File: src/rtl/controle_pkg.sv
// Shared definitions for the multicycle control unit.
//   - 3-bit state codes shown on the `estado` debug output
//   - parameter defaults for the memory latency and the retired-instruction counter
//   - state enumeration used by the control FSM
//   - small decode helper for the memory-access branch
package controle_pkg;

    localparam logic [2:0] COD_BUSCA      = 3'd0;
    localparam logic [2:0] COD_DECODIFICA = 3'd1;
    localparam logic [2:0] COD_MEMORIA    = 3'd2;
    localparam logic [2:0] COD_ESPERA     = 3'd3;
    localparam logic [2:0] COD_ESCRITA    = 3'd4;
    localparam logic [2:0] COD_PARADO     = 3'd5;
    localparam logic [2:0] COD_INICIO     = 3'd6;
    localparam logic [2:0] COD_PAUSA      = 3'd7;

    localparam int MEM_LAT_DEF    = 1;
    localparam int ICNT_WIDTH_DEF = 16;

    typedef enum logic [2:0] {
        BUSCA      = COD_BUSCA,
        DECODIFICA = COD_DECODIFICA,
        MEMORIA    = COD_MEMORIA,
        ESPERA     = COD_ESPERA,
        ESCRITA    = COD_ESCRITA,
        PARADO     = COD_PARADO,
        INICIO     = COD_INICIO,
        PAUSA      = COD_PAUSA
    } estado_t;

    // An instruction needs the data-memory phase when it loads or stores.
    function automatic logic acesso_memoria(input logic rd, input logic wr);
        return rd | wr;
    endfunction

endpackage

File: src/rtl/contador_instrucoes.sv
// Wrapping up-counter with asynchronous active-high reset and increment enable.
// Ports:
//   clock  in   rising-edge clock
//   reset  in   asynchronous active-high reset, clears the count
//   en     in   add one on this clock edge
//   count  out  WIDTH-bit count, wraps modulo 2^WIDTH
module contador_instrucoes #(
    parameter int WIDTH = 16
) (
    input  logic             clock,
    input  logic             reset,
    input  logic             en,
    output logic [WIDTH-1:0] count
);

    // Count register: increments when enabled, wraps naturally on overflow.
    always_ff @(posedge clock or posedge reset) begin
        if (reset) begin
            count <= '0;
        end else if (en) begin
            count <= count + WIDTH'(1);
        end else begin
            count <= count;
        end
    end

endmodule

File: src/rtl/controle_ciclo.sv
// Multicycle control FSM sequencing instruction execution around the PC
// update block `endereco`. One cp_en pulse per retired instruction.
// Optional build macro: SINGLE_STEP_EN adds the `passo` input and the PAUSA
// state, so the machine stops after every instruction until `passo` is seen.
// Ports:
//   clock, reset                 clock and asynchronous active-high reset
//   dec_halt/in/mem_read/mem_write/reg_write  decoded instruction flags
//                                (held stable by the IR from DECODIFICA to ESCRITA)
//   in_valid / in_ack            user-input handshake (in_ack is combinational)
//   resume                       leave PARADO
//   ir_load, cp_en               IR latch strobe, PC update enable
//   reg_write_en, mem_read_en, mem_write_en  write/read strobes
//   halted                       high while in PARADO
//   estado                       current 3-bit state code for debug display
//   instr_count                  retired-instruction count
//   passo (SINGLE_STEP_EN only)  advance from PAUSA to the next fetch
module controle_ciclo
    import controle_pkg::*;
#(
    parameter int MEM_LAT    = MEM_LAT_DEF,
    parameter int ICNT_WIDTH = ICNT_WIDTH_DEF
) (
    input  logic                  clock,
    input  logic                  reset,
    input  logic                  dec_halt,
    input  logic                  dec_in,
    input  logic                  dec_mem_read,
    input  logic                  dec_mem_write,
    input  logic                  dec_reg_write,
    input  logic                  in_valid,
    input  logic                  resume,
`ifdef SINGLE_STEP_EN
    input  logic                  passo,
`endif
    output logic                  in_ack,
    output logic                  ir_load,
    output logic                  cp_en,
    output logic                  reg_write_en,
    output logic                  mem_read_en,
    output logic                  mem_write_en,
    output logic                  halted,
    output logic [2:0]            estado,
    output logic [ICNT_WIDTH-1:0] instr_count
);

    localparam logic [1:0] LAT_FIM = 2'(MEM_LAT);

    estado_t    state_r;
    estado_t    next_state_s;
    logic [1:0] wait_r;

    logic ir_load_s;
    logic cp_en_s;
    logic reg_write_en_s;
    logic mem_read_en_s;
    logic mem_write_en_s;
    logic halted_s;

    // Next-state logic; decoder priority is halt > input > memory > plain.
    always_comb begin
        next_state_s = state_r;
        case (state_r)
            INICIO:     next_state_s = BUSCA;
            BUSCA:      next_state_s = DECODIFICA;
            DECODIFICA: begin
                if (dec_halt) begin
                    next_state_s = PARADO;
                end else if (dec_in) begin
                    next_state_s = ESPERA;
                end else if (acesso_memoria(dec_mem_read, dec_mem_write)) begin
                    next_state_s = MEMORIA;
                end else begin
                    next_state_s = ESCRITA;
                end
            end
            MEMORIA: begin
                if (wait_r == LAT_FIM) begin
                    next_state_s = ESCRITA;
                end else begin
                    next_state_s = MEMORIA;
                end
            end
            ESPERA: begin
                if (in_valid) begin
                    next_state_s = ESCRITA;
                end else begin
                    next_state_s = ESPERA;
                end
            end
`ifdef SINGLE_STEP_EN
            ESCRITA:    next_state_s = PAUSA;
            PAUSA: begin
                if (passo) begin
                    next_state_s = BUSCA;
                end else begin
                    next_state_s = PAUSA;
                end
            end
`else
            ESCRITA:    next_state_s = BUSCA;
            PAUSA:      next_state_s = BUSCA;
`endif
            PARADO: begin
                if (resume) begin
                    next_state_s = ESCRITA;
                end else begin
                    next_state_s = PARADO;
                end
            end
            default:    next_state_s = INICIO;
        endcase
    end

    // State register.
    always_ff @(posedge clock or posedge reset) begin
        if (reset) begin
            state_r <= INICIO;
        end else begin
            state_r <= next_state_s;
        end
    end

    // Memory wait counter: cleared on decode, counts cycles spent in MEMORIA.
    always_ff @(posedge clock or posedge reset) begin
        if (reset) begin
            wait_r <= 2'd0;
        end else if (state_r == DECODIFICA) begin
            wait_r <= 2'd0;
        end else if (state_r == MEMORIA) begin
            wait_r <= wait_r + 2'd1;
        end else begin
            wait_r <= wait_r;
        end
    end

    // Strobe decode of the state being entered. Registering this gives the
    // same timing as decoding the current state, because the flags it reads
    // are held stable by the IR for the whole instruction.
    always_comb begin
        ir_load_s      = 1'b0;
        cp_en_s        = 1'b0;
        reg_write_en_s = 1'b0;
        mem_read_en_s  = 1'b0;
        mem_write_en_s = 1'b0;
        halted_s       = 1'b0;
        case (next_state_s)
            BUSCA:   ir_load_s = 1'b1;
            MEMORIA: begin
                // A store wins if both memory flags are set.
                mem_write_en_s = dec_mem_write;
                mem_read_en_s  = ~dec_mem_write;
            end
            ESCRITA: begin
                cp_en_s        = 1'b1;
                reg_write_en_s = dec_reg_write & ~dec_halt;
            end
            PARADO:  halted_s = 1'b1;
            default: ir_load_s = 1'b0;
        endcase
    end

    // Output registers; reset clears every strobe at once, aborting any
    // instruction in flight.
    always_ff @(posedge clock or posedge reset) begin
        if (reset) begin
            ir_load      <= 1'b0;
            cp_en        <= 1'b0;
            reg_write_en <= 1'b0;
            mem_read_en  <= 1'b0;
            mem_write_en <= 1'b0;
            halted       <= 1'b0;
        end else begin
            ir_load      <= ir_load_s;
            cp_en        <= cp_en_s;
            reg_write_en <= reg_write_en_s;
            mem_read_en  <= mem_read_en_s;
            mem_write_en <= mem_write_en_s;
            halted       <= halted_s;
        end
    end

    // Input acknowledge is Mealy so the user sees it in the same cycle as
    // in_valid; leaving ESPERA right after guarantees a single pulse.
    assign in_ack = (state_r == ESPERA) & in_valid;
    assign estado = state_r;

    contador_instrucoes #(
        .WIDTH (ICNT_WIDTH)
    ) u_contador (
        .clock (clock),
        .reset (reset),
        .en    (state_r == ESCRITA),
        .count (instr_count)
    );

endmodule

File: config.mk
export PLATFORM = sky130hd
export DESIGN_NAME = controle_ciclo
export DESIGN_NICKNAME = d
export VERILOG_FILES = /design/src/rtl/controle_pkg.sv /design/src/rtl/contador_instrucoes.sv /design/src/rtl/controle_ciclo.sv
export SDC_FILE = /design/constraint.sdc
export NUM_CORES = 1
export LEC_CHECK = 0
export CAP_MARGIN = 25
export CORE_MARGIN = 4
export CORE_UTILIZATION = 46
export DETAILED_ROUTE_END_ITERATION = 10
export PLACE_DENSITY_LB_ADDON = 0.3
export RECOVER_POWER = 50
export SYNTH_ARGS = -nofsm -noshare
export SYNTH_HDL_FRONTEND = slang
export SYNTH_SLANG_ARGS = --single-unit
export TNS_END_PERCENT = 20
File: constraint.sdc
create_clock -name clock -period 1.9 [get_ports clock]
set_input_delay 0.38 -clock clock [delete_from_list [all_inputs] [get_ports clock]]
set_output_delay 0.38 -clock clock [all_outputs]
set_load 0.03 [all_outputs]
* Word level (Yosys, flattened, before mapping)
Index checks and enable logic that the tools add are counted.
Widths: inputs -> output; s select.
** Operators by class
- Add/sub/neg operators :: 2
- Multiply operators :: 0
- Divide/modulo/power cells :: 0
- $lt $le $gt $ge :: 0
- Eq/ne operators :: 11
- Shift-type cells :: 0
- Mux-type cells :: 15
- Bitwise gates (word level) :: 5
- Reductions and logical operators :: 4
** Operators with widths (count)
- $eq 3x3->1 const B :: 6
- $pmux 3 s6 :: 1
- $add 16x1->16 const B :: 1
- $mux 3 :: 5
- $eq 3x2->1 const B :: 3
- $mux 1 :: 7
- $logic_not 3->1 :: 2
- $mux 2 :: 2
- $eq 3x1->1 const B :: 1
- $reduce_or 3->1 :: 1
- $add 2x1->2 const B :: 1
- $and 1x1->1 :: 2
- $eq 2x1->1 const B :: 1
- $not 1->1 :: 2
- $reduce_bool 2->1 :: 1
- $or 1x1->1 :: 1
** Storage, ports and cells
- Bits in registers :: 27
- Bits in latches :: 0
- RAM bits :: 0
- Memory bits (read-only) :: 0
- Bits of input ports :: 9
- Output and inout port bits :: 26
- Memories kept :: 0

* Longest topological paths before layout
- Depth in word-level cells :: 7
- Mapped depth :: 6
- Gate-level depth less buffers :: 5

* Cells and area by module
From an unflattened synthesis, not the netlist that was laid out.
** Unflattened totals
- Cell total of the unflattened synthesis :: 114
- Area, all modules :: 1307.5 µm²
** Modules (own cells, without submodules)
- contador_instrucoes :: instances 1, cells each 57, area an instance 710.7 µm²
- controle_ciclo :: instances 1, cells each 57, area an instance 596.8 µm²

* Least setup slack after synthesis
Ideal clock, no wire load.
- Path type :: reg-to-output
- Start point :: reg state_r[0] (netlist: estado[0])
- End point :: out in_ack
- Arrival time :: 1604 ps
- Data required time :: 1520 ps
- Setup slack :: -84 ps
- Cell stages (with the launch flop) :: 4
- Cells stage by stage :: dfrtp_1 -> buf_2 -> nand2_1 -> nor3b_1
** Between the ends
- Cells in the longest elaborated chain, start to end :: 2
** Ends and longest elaborated chain
- from (decl) :: line controle_ciclo.sv:48 : estado_t state_r;
- from (signal assigned) :: line controle_ciclo.sv:119 : state_r <= next_state_s;
- $eq 3x2->1 :: line controle_ciclo.sv:184 : assign in_ack = (state_r == ESPERA) & in_valid;
- $and 1x1->1 :: line controle_ciclo.sv:184
- to (decl) :: line controle_ciclo.sv:35 : output logic in_ack,
No other way between the ends.

* Worst setup path in the final report
- Start point :: reg u_contador.count[3]
- End point :: out instr_count[3]
** RTL lines
- from (decl) :: line contador_instrucoes.sv:13 : output logic [WIDTH-1:0] count
- from (signal assigned) :: line contador_instrucoes.sv:21 : count <= count + WIDTH'(1);
- from (signal assigned) :: line contador_instrucoes.sv:23 : count <= count;
- to (decl) :: line controle_ciclo.sv:43 : output logic [ICNT_WIDTH-1:0] instr_count
No word-level cell between the ends.

==> impl_metrics.yaml <==
worst_setup_path:
  crit_path_end_kind: "primary output"
  cp_slowest_cell: "clkdlybuf4s50_1"
  critical_path_class: "flip-flop to primary output"
  cp.required_ns: 1.52
  slowest_delay_ns: 0.70
  r2r_setup_slack_ns: 0.18
  cp_num_buf_inv: 1
  arrival_ns: 1.46
  start_kind: "flip-flop"
  crit_chain: "clkdlybuf4s50_1"
  crit_fanout: 4
  cp_top_family: "buffers and inverters"
route:
  drc: 0
  dr.first_iter.drc_count: 14
  routed_wirelength_mm: 2.36
  num_vias: 916
  firstDrtPassIters: 4
  ant_nets: 0
  wl_per_cell_um: 13.4
  vias_per_cell: 5.20
power_and_ir_drop:
  power.leakage_nw: 0.723
  finalPower_mw: 2.07
  worst_ir_drop_vdd_mv: 0.804
  p_per_area_mw_per_mm2: 1280
final_layout:
  largest_reg_flops: 16
  drive_above_1_share: 0.116
  final_common_cell: "clkdlybuf4s50_1"
  area_growth_pct: 33.9
  largest-register: "u_contador.count"
  fin_nets: 158
  diodes: 0
  final_cell_mix: "clkdlybuf4s50_1, dfrtp_1, xnor2_1"
cts:
  cts_root_buffer: "clkbuf_4"
  post_cts_buffers: 0
  htree_levels: 1
  clk_path_buf_depth: 2
  cts_made_buffers: 3
  cts_tree: "yes"
  clock_latency_ns: 0.31
  cts_sinks: 27
  path_clk_slew_ns: 0.14
  cts-hold-fix-buffers: 0
floorplanning:
  io_pins: 35
  die-area_mm2: 0.00351
  core_area_mm2: 0.00250
  initial_utilization: 0.484
  die_w_um: 59.3
  die_h_um: 59.3
  rows: 18
timing:
  tightest_slew_ns: 0.674
  finalHoldViolCount: 0
  relSlewSlack: 0.551
  setup_tns_ns: 0
  setup_viol_count_final: 0
  fin_ws_ns: 0.0625
  fmax_ghz: 0.544
  min_period_ns: 1.84
  rsz0062_at_grt: "false"
  fin_skew_ns: 0.00382
  finalCritPeriodShare: 0.967
  drv_slew: 0
placement:
  pre_cts_ws_ns: 0.0855
  gp_congestion: 0.819
  hpwl_mm: 1.87
  port_buffers: 34
synthesis:
  synth_nets: 118
  synth_edf_count: 0
  ys_seq_area_frac: 0.560
  synth-main-ff-cell: "dfrtp_1"
  yosysWarnings: 0
  synth_seq_cells: 27
  async_reset_ff_frac: 1.00
  yosysUniqueCellTypes: 31
  syn_area_mm2: 0.00121
  syn_inst: 107
  avgSynthCellArea_um2: 11.3
global_route:
  grt_max_degree: 17
  grt_util_met2: 0.251
  grt_pass1_vias: 906
  top_usage_layer: "met2"
  use_met3: 0.0283
  grt_overflow: 0
  grt_pass1_wl_mm: 3.88
  track_usage: 0.145
  met1_usage: 0.178
  antenna_found_initial: 0
flow_run:
  maxCapViolations: 0
status:
  status: "finished, final reports clean"
min_path:
  hold_path_class: "input port to async pin"
==> cells by family after synthesis <==
group	Yosys count	synth area share
AND/OR/NAND/NOR	41	0.209
flip-flops	27	0.560
buffers and inverters	9	0.0310
multiplexers	2	0.0186
AO/OA/AOI/OAI	11	0.0517
XOR/XNOR	15	0.109
adder cells (fa/ha/maj)	2	0.0207
==> per-layer routing <==
metal  part of all wire  up-vias
li1                   -      444
met1               0.42      442
met3              0.064        2
met5                  0        -
met2               0.51       28
met4             0.0055        0
==> power breakdown <==
part	total (mW)	internal (mW)	leakage (nW)	switching, mW
Combinational	0.977	0.408	0.352	0.569
Clock	0.243	0.0802	0.0139	0.162
Sequential	0.854	0.720	0.357	0.134
Total	2.07	1.21	0.723	0.865
==> cell type report <==
type                    count  area (um2)
repair buffers             38         350
clock inverters             1        7.51
clock buffers               3        22.5
flip-flops and latches     27         678
inverters                   6        22.5
well taps                  30        37.5
multi-input cells          71         502
fillers                   209         880
==> timing repair <==
| item | CTS | global route |
|---|---|---|
| resized for setup | 2 | 5 |
| pin swaps | 0 | 0 |
| setup endpoints to repair | 2 | 5 |
==> stage by stage <==
stage	util	hold WS (ns)	std cells	area, um2
after global placement	0.642	0.465	172	1610
after global routing	0.648	0.425	176	1620
final	0.648	0.428	176	1620
after detailed placement	0.642	0.463	172	1610
after CTS	0.653	0.290	176	1630
after floorplan	-	0.431	107	1210
==> path summary, 6_finish.rpt <==
path                            cells after the start                  from              endpoint
min in group clock                                  1  u_contador.count[15]  u_contador.count[15]
worst max register to register                      4             estado[2]  u_contador.count[13]
worst min register to register                      1  u_contador.count[15]  u_contador.count[15]
worst max-delay path                                1   u_contador.count[3]        instr_count[3]
worst min-delay path                                2                 reset   u_contador.count[4]
max in group asynchronous                           3                 reset   u_contador.count[6]
==> synthesized netlist by cell type (2+ instances only) <==
master | number | area, um2
a21oi_1 | 4 | 20.0
and3_1 | 2 | 12.5
buf_2 | 3 | 15.0
dfrtp_1 | 25 | 626
dfstp_2 | 2 | 52.6
ha_1 | 2 | 25.0
inv_1 | 5 | 18.8
nand2_1 | 8 | 30.0
nand3_1 | 5 | 25.0
nand4_1 | 3 | 18.8
nor2_1 | 7 | 26.3
nor3_1 | 4 | 20.0
nor3b_2 | 2 | 25.0
o21ai_0 | 4 | 20.0
or3_1 | 2 | 12.5
xnor2_1 | 13 | 114
xor2_1 | 2 | 17.5
Note: power is estimated with default switching activity, not from simulation.
